--- src/rtl/score_display.sv ---
// score_display: converts the binary score to BCD one bit per clk3 cycle
// (shift-add-3), holds the finished digits in a register bank, and scans
// them onto a multiplexed active-low 7-segment display.
// Build option: define LEADZERO_BLANK_EN to blank zero digits above the
// most significant non-zero digit (the units digit always shows).
module score_display #(
  parameter int SCORE_W  = 14,
  parameter int DIGITS   = 4,
  parameter int SCAN_DIV = 4
) (
  input  logic                clk3,
  input  logic                reset,
  input  logic [SCORE_W-1:0]  score,
  output logic [6:0]          seg,
  output logic [DIGITS-1:0]   an,
  output logic                busy,
  output logic                ovf
);

  // ceil(w*log10(2) + 1) in fixed point, so the accumulator never drops a carry
  function automatic int bcd_digits(input int w);
    int scaled;
    scaled = w * 30103 + 100000;
    return (scaled + 99999) / 100000;
  endfunction

  function automatic logic [63:0] pow10(input int n);
    logic [63:0] p;
    p = 64'd1;
    for (int i = 0; i < n; i++) begin
      p = p * 64'd10;
    end
    return p;
  endfunction

  localparam int BCD_N = bcd_digits(SCORE_W);
  localparam int BCD_W = 4 * BCD_N;
  localparam int CNT_W = $clog2(SCORE_W + 1);
  localparam int IDX_W = (DIGITS > 1) ? $clog2(DIGITS) : 1;
  localparam int DIV_W = (SCAN_DIV > 1) ? $clog2(SCAN_DIV) : 1;
  localparam logic [63:0] MAX_SHOWN = pow10(DIGITS) - 64'd1;

  typedef enum logic [1:0] {
    IDLE = 2'd0,
    CONV = 2'd1,
    LOAD = 2'd2
  } state_t;

  // Add 3 to every nibble that is 5 or more, ahead of the next shift
  function automatic logic [BCD_W-1:0] add3(input logic [BCD_W-1:0] v);
    logic [BCD_W-1:0] r;
    r = v;
    for (int i = 0; i < BCD_N; i++) begin
      if (r[4*i +: 4] >= 4'd5) begin
        r[4*i +: 4] = r[4*i +: 4] + 4'd3;
      end else begin
        r[4*i +: 4] = r[4*i +: 4];
      end
    end
    return r;
  endfunction

  // Active-low {g,f,e,d,c,b,a}; anything outside 0..9 is blank
  function automatic logic [6:0] seg_code(input logic [3:0] d);
    logic [6:0] c;
    case (d)
      4'd0:    c = 7'h40;
      4'd1:    c = 7'h79;
      4'd2:    c = 7'h24;
      4'd3:    c = 7'h30;
      4'd4:    c = 7'h19;
      4'd5:    c = 7'h12;
      4'd6:    c = 7'h02;
      4'd7:    c = 7'h78;
      4'd8:    c = 7'h00;
      4'd9:    c = 7'h10;
      default: c = 7'h7F;
    endcase
    return c;
  endfunction

  state_t                state_r, state_n;
  logic [SCORE_W-1:0]    last_r, last_n;
  logic [SCORE_W-1:0]    shift_r, shift_n;
  logic [BCD_W-1:0]      bcd_r, bcd_n, adj_s;
  logic [CNT_W-1:0]      bitcnt_r, bitcnt_n;
  logic                  busy_r, busy_n;
  logic                  ovf_r, ovf_n;
  logic [4*DIGITS-1:0]   digits_r, digits_n;

  logic [DIV_W-1:0]      div_r;
  logic [IDX_W-1:0]      idx_r;
  logic [6:0]            seg_r;
  logic [DIGITS-1:0]     an_r;
  logic [3:0]            cur_digit_s;
  logic [DIGITS-1:0]     an_s;
  logic                  blank_s;

  // Converter state and datapath registers
  always_ff @(posedge clk3 or negedge reset) begin
    if (!reset) begin
      state_r  <= IDLE;
      last_r   <= '0;
      shift_r  <= '0;
      bcd_r    <= '0;
      bitcnt_r <= '0;
      busy_r   <= 1'b0;
      ovf_r    <= 1'b0;
      digits_r <= '0;
    end else begin
      state_r  <= state_n;
      last_r   <= last_n;
      shift_r  <= shift_n;
      bcd_r    <= bcd_n;
      bitcnt_r <= bitcnt_n;
      busy_r   <= busy_n;
      ovf_r    <= ovf_n;
      digits_r <= digits_n;
    end
  end

  // Converter next-state: start on a new score, shift-add-3, then load digits
  always_comb begin
    state_n  = state_r;
    last_n   = last_r;
    shift_n  = shift_r;
    bcd_n    = bcd_r;
    bitcnt_n = bitcnt_r;
    busy_n   = busy_r;
    ovf_n    = ovf_r;
    digits_n = digits_r;
    adj_s    = add3(bcd_r);
    case (state_r)
      IDLE: begin
        if (score != last_r) begin
          shift_n  = score;
          last_n   = score;
          bcd_n    = '0;
          busy_n   = 1'b1;
          bitcnt_n = CNT_W'(SCORE_W);
          state_n  = CONV;
        end else begin
          state_n  = IDLE;
        end
      end
      CONV: begin
        {bcd_n, shift_n} = {adj_s[BCD_W-2:0], shift_r, 1'b0};
        bitcnt_n = bitcnt_r - CNT_W'(1);
        if (bitcnt_r == CNT_W'(1)) begin
          state_n = LOAD;
        end else begin
          state_n = CONV;
        end
      end
      LOAD: begin
        busy_n = 1'b0;
        // Saturate to all nines when the value cannot be shown
        if (64'(last_r) > MAX_SHOWN) begin
          ovf_n    = 1'b1;
          digits_n = {DIGITS{4'd9}};
        end else begin
          ovf_n    = 1'b0;
          digits_n = (4*DIGITS)'(bcd_r);
        end
        state_n = IDLE;
      end
      default: begin
        state_n = IDLE;
      end
    endcase
  end

  // Pick the digit and anode pattern for the current scan position
  always_comb begin
    cur_digit_s = 4'd0;
    an_s        = '1;
    for (int i = 0; i < DIGITS; i++) begin
      cur_digit_s = cur_digit_s | ((idx_r == IDX_W'(i)) ? digits_r[4*i +: 4] : 4'd0);
      an_s[i]     = (idx_r == IDX_W'(i)) ? 1'b0 : 1'b1;
    end
  end

`ifdef LEADZERO_BLANK_EN
  logic lz_above_s;

  // Blank a digit when it and every digit above it are zero (never the units)
  always_comb begin
    lz_above_s = 1'b1;
    blank_s    = 1'b0;
    for (int i = DIGITS - 1; i >= 1; i--) begin
      lz_above_s = lz_above_s & (digits_r[4*i +: 4] == 4'd0);
      blank_s    = blank_s | ((idx_r == IDX_W'(i)) & lz_above_s & ~ovf_r);
    end
  end
`else
  assign blank_s = 1'b0;
`endif

  // Refresh scanner: dwell SCAN_DIV cycles per digit, outputs registered
  always_ff @(posedge clk3 or negedge reset) begin
    if (!reset) begin
      div_r <= '0;
      idx_r <= '0;
      seg_r <= 7'h7F;
      an_r  <= '1;
    end else begin
      seg_r <= blank_s ? 7'h7F : seg_code(cur_digit_s);
      an_r  <= an_s;
      if (div_r == DIV_W'(SCAN_DIV - 1)) begin
        div_r <= '0;
        if (idx_r == IDX_W'(DIGITS - 1)) begin
          idx_r <= '0;
        end else begin
          idx_r <= idx_r + IDX_W'(1);
        end
      end else begin
        div_r <= div_r + DIV_W'(1);
      end
    end
  end

  assign seg  = seg_r;
  assign an   = an_r;
  assign busy = busy_r;
  assign ovf  = ovf_r;

endmodule

--- config.mk ---
export PLATFORM = sky130hd
export DESIGN_NAME = score_display
export DESIGN_NICKNAME = d
export VERILOG_FILES = /design/src/rtl/score_display.sv
export SDC_FILE = /design/constraint.sdc
export NUM_CORES = 1
export LEC_CHECK = 0
export ABC_AREA = 1
export CORE_MARGIN = 4
export CORE_UTILIZATION = 55
export CTS_CLUSTER_SIZE = 12
export DETAILED_ROUTE_END_ITERATION = 8
export PLACE_DENSITY = 0.75
export REMOVE_ABC_BUFFERS = 1
export SETUP_SLACK_MARGIN = 0.2
export SLEW_MARGIN = 15
export SYNTH_ARGS = -nofsm -noshare
export SYNTH_HDL_FRONTEND = slang
export SYNTH_SLANG_ARGS = --single-unit
--- constraint.sdc ---
create_clock -name clk3 -period 1.9 [get_ports clk3]
set_input_delay 0.285 -clock clk3 [delete_from_list [all_inputs] [get_ports clk3]]
set_output_delay 0.285 -clock clk3 [all_outputs]
set_load 0.05 [all_outputs]
==> metrics.md <==
| Metric | Value |
|---|---|
| Outcome | `finished, final reports clean` |
| Clock Latency Late Sink | `around 0.35 ns` |
| Placed Instances | `656` |
| Clock Skews | `around 0.0094 ns` |
| Register area | `around 2100 sq um` |
| Lkg Pwr | `0.00257 uW` |
| Cell area after placement | `around 4600 sq um` |
| Arr. time, crit path | `between 1.5 and 2 ns` |
| N_diodes | `0` |
| Max Freq | `~610 MHz` |
| Worst setup path end | `seg[3]` |
| Starting Density | `0.572` |
| Fin crit share | `0.866` |
| Inserted Clock Buffers | `9` |
| Via/cell ratio | `just over 5` |
| Multi-input gate area | `1830 sq um` |
| Post-synth EDFFs | `0` |
| Wirelength, routed | `~8600 um` |
| Post-DP HPWL | `between 5000 and 6000 um` |
| Internal reg-to-reg setup slack | `~0.25 ns` |
| CP Max Fanout | `5` |
| Die Width | `95.5 um` |
| Launch point of the worst path | `idx_r[0]` |
| Yosys reg bits | `just over 80` |
| Via count | `about 3500` |
| GR Util All Layers | `0.201` |
| TritonRoute pass-1 iters | `4` |
| Final cell count without fillers | `680` |
| Fin Hold WS | `between 0.4 and 0.5 ns` |
| Filler cells | `approximately 600` |
| Rows | `31` |
| First-pass GRT wire length | `14400 um` |
| Worst R2R End | `seg[3]` |
| Post-synthesis sequential area ratio | `0.496` |
| CTS clock-pin slew for the worst setup and hold paths | `0.09 ns` |
| Pin count of the biggest net entering global routing | `between 80 and 90` |
| RSZ-0062 raised after global routing | `true` |
| Sink Count | `83` |
| Post-detailed-route count of antenna-violating nets | `0` |
| Max-Cap Viols | `0` |
| Post-Synthesis Cells | `between 500 and 600` |
| I/O pin count | `29` |
| Worst ir drop on vdd | `1.05 mV` |
| Element type at the critical path end | `register` |
| Critical path class | `reg -> reg` |
| CTS tree | `yes` |
| Die area | `roughly 9000 sq um` |
| Final net count | `610` |
| Post-synth cell types | `24` |
| Synth async-reset ratio | `1.00` |
| Worst slew margin | `0.657` |
| Worst R2R Path Depth | `11` |
| Finish-stage setup viols | `0` |
| Die Y | `about 96 um` |
| Dominant cells by area after synthesis | `dfrtp_1, nand2_1, inv_1, dfstp_2, o21ai_0` |
| Initial DRC count | `180` |
| Pwr per Cell Area | `about 1600 nW/um^2` |
| Initial antenna violation count | `0` |
| Final instance area | `just under 5000 sq um` |
| Final Hold Vio Count | `0` |
| Area leader, netlist | `dfrtp_1` |
| Total power | `8030 uW` |
| Crit start category | `register` |
| Final slew viol count | `0` |
| Core ar. | `between 7000 and 8000 sq um` |
| WL per Instance | `about 13 um` |
| Post-route core utilization | `0.674` |
| Hold crit path type | `reg -> reg` |
| Share of cells above drive strength 1 | `0.151` |
| Yosys warns | `0` |
| Vias in the first global route | `~3300` |
| Worst EP required | `2.20 ns` |
| Yosys top cell area share | `0.427` |
| Root buf cell | `clkbuf_8` |
| Final worst path period need | `about 1.6 ns` |
| Bufs on Longest Clock Path | `2` |
| Gpl congestion | `0.807` |
| Syn_area_per_cell | `between 7 and 8 sq um` |
| Worst R2R Start | `idx_r[0]` |
| H-tree Lvls | `3` |
| Worst-margin pin slew | `0.514 ns` |
| Syn Std Cell Area | `4220 sq um` |
| Total gr overflow | `0` |
| Top_reg_cell synth | `dfrtp_1` |
| Area Overhead vs Synth | `17.9%` |
| Drt drc | `0` |
| PortBufs | `28` |
==> flip-flops by register name, summed over array words and instances (netlist names) <==
register	flops
seg	7
an	4
idx_r	2
bcd_r	16
last_r	14
digits_r	16
bitcnt_r	4
busy	1
state_r	2
div_r	2
shift_r	14
ovf	1
==> worst min path at each step <==
| stage | from | end | slack (ns) | cells past startpoint |
|---|---|---|---|---|
| floorplan | reset | bcd_r[0] | -0.01 | 0 |
| global placement | reset | digits_r[15] | 0.35 | 2 |
| detailed placement | reset | digits_r[12] | 0.36 | 2 |
| CTS | div_r[0] | div_r[0] | 0.43 | 1 |
| global route | div_r[0] | div_r[0] | 0.47 | 1 |
| finish | div_r[0] | div_r[0] | 0.43 | 1 |
==> routing by layer <==
metal,vias to the layer above,track usage,share of wire
li1,1764,-,-
met1,1623,0.241,0.44
met2,70,0.344,0.50
met3,21,0.0371,0.037
met4,0,0.0995,0.022
met5,-,0,0
==> Yosys cell counts (2+ instances only) <==
master,instances
nand2_1,160
inv_1,78
dfrtp_1,72
o21ai_0,49
nand3_1,47
nor2_1,37
a21oi_1,20
ha_1,18
o22ai_1,13
dfstp_2,11
clkbuf_1,7
buf_2,4
buf_6,4
xor2_1,3
buf_4,2
nand2_4,2
==> cells in the final DEF, fill, tap and decap left out, types with 6 or more instances in the layout <==
| cell | synthesis | final |
|---|---|---|
| dfstp_2 | 11 | 11 |
| nand3_1 | 47 | 47 |
| inv_2 | 1 | 7 |
| nand2_1 | 160 | 160 |
| ha_1 | 18 | 12 |
| a21oi_1 | 20 | 20 |
| nor2_2 | 1 | 6 |
| clkbuf_8 | 0 | 11 |
| o22ai_1 | 13 | 8 |
| clkdlybuf4s50_1 | 0 | 14 |
| nor2_1 | 37 | 31 |
| dfrtp_1 | 72 | 71 |
| inv_1 | 78 | 70 |
| buf_4 | 2 | 26 |
| o21ai_0 | 49 | 47 |
==> logic make-up (layout without fill, tap and decap cells) <==
family          Yosys count  after routing  share of synthesized area
simple gates            249            249                      0.241
buf+inv                  97            143                     0.0965
compound gates           84             84                      0.104
flops                    83             83                      0.496
fa+ha+maj                18             18                     0.0534
xor+xnor                  4              4                    0.00831
==> final cells by class <==
| cell class | count | area share |
|---|---|---|
| Clock buffer | 12 | 0.0312 |
| Timing Repair Buffer | 47 | 0.0891 |
| Clock inverter | 4 | 0.00504 |
| Multi-Input combinational cell | 355 | 0.367 |
| Inverter | 80 | 0.0614 |
| Sequential cell | 83 | 0.421 |
| Tap cell | 99 | 0.0249 |
==> worst max-delay path, stage by stage (launching register included) <==
cell and delay, ns:
dfrtp_1 0.41, inv_2 0.10, ha_4 0.17, inv_4 0.08, o22ai_2 0.08, nor2_2 0.16, inv_2 0.08, ha_4 0.27
nand2_1 0.07, nand2_1 0.07, nand2_1 0.05, nand2_1 0.06
==> where the power goes <==
group | switching [uW] | total (uW) | internal, uW
sequential | 492 | 3020 | 2530
combinational | 2420 | 3840 | 1420
clock | 626 | 1170 | 543
total | 3540 | 8030 | 4490
==> timing repair <==
action                                  4_1_cts  5_1_grt
hold endpoints to repair                     72        0
setup buffers                                 1        6
resized for setup                            11       25
pin swaps                                     1       10
endpoints found under the setup margin        8       36
hold buffers                                  1        0
==> per-stage QoR <==
step / setup WS (ns) / setup TNS [ns]
finish: 0.254 / 0
global route: 0.160 / 0
CTS: 0.214 / 0
detailed placement: -0.00396 / -0.00408
global placement: 0.00674 / 0
floorplan: -0.652 / -20.93
Power figures use the tool's default switching activity.
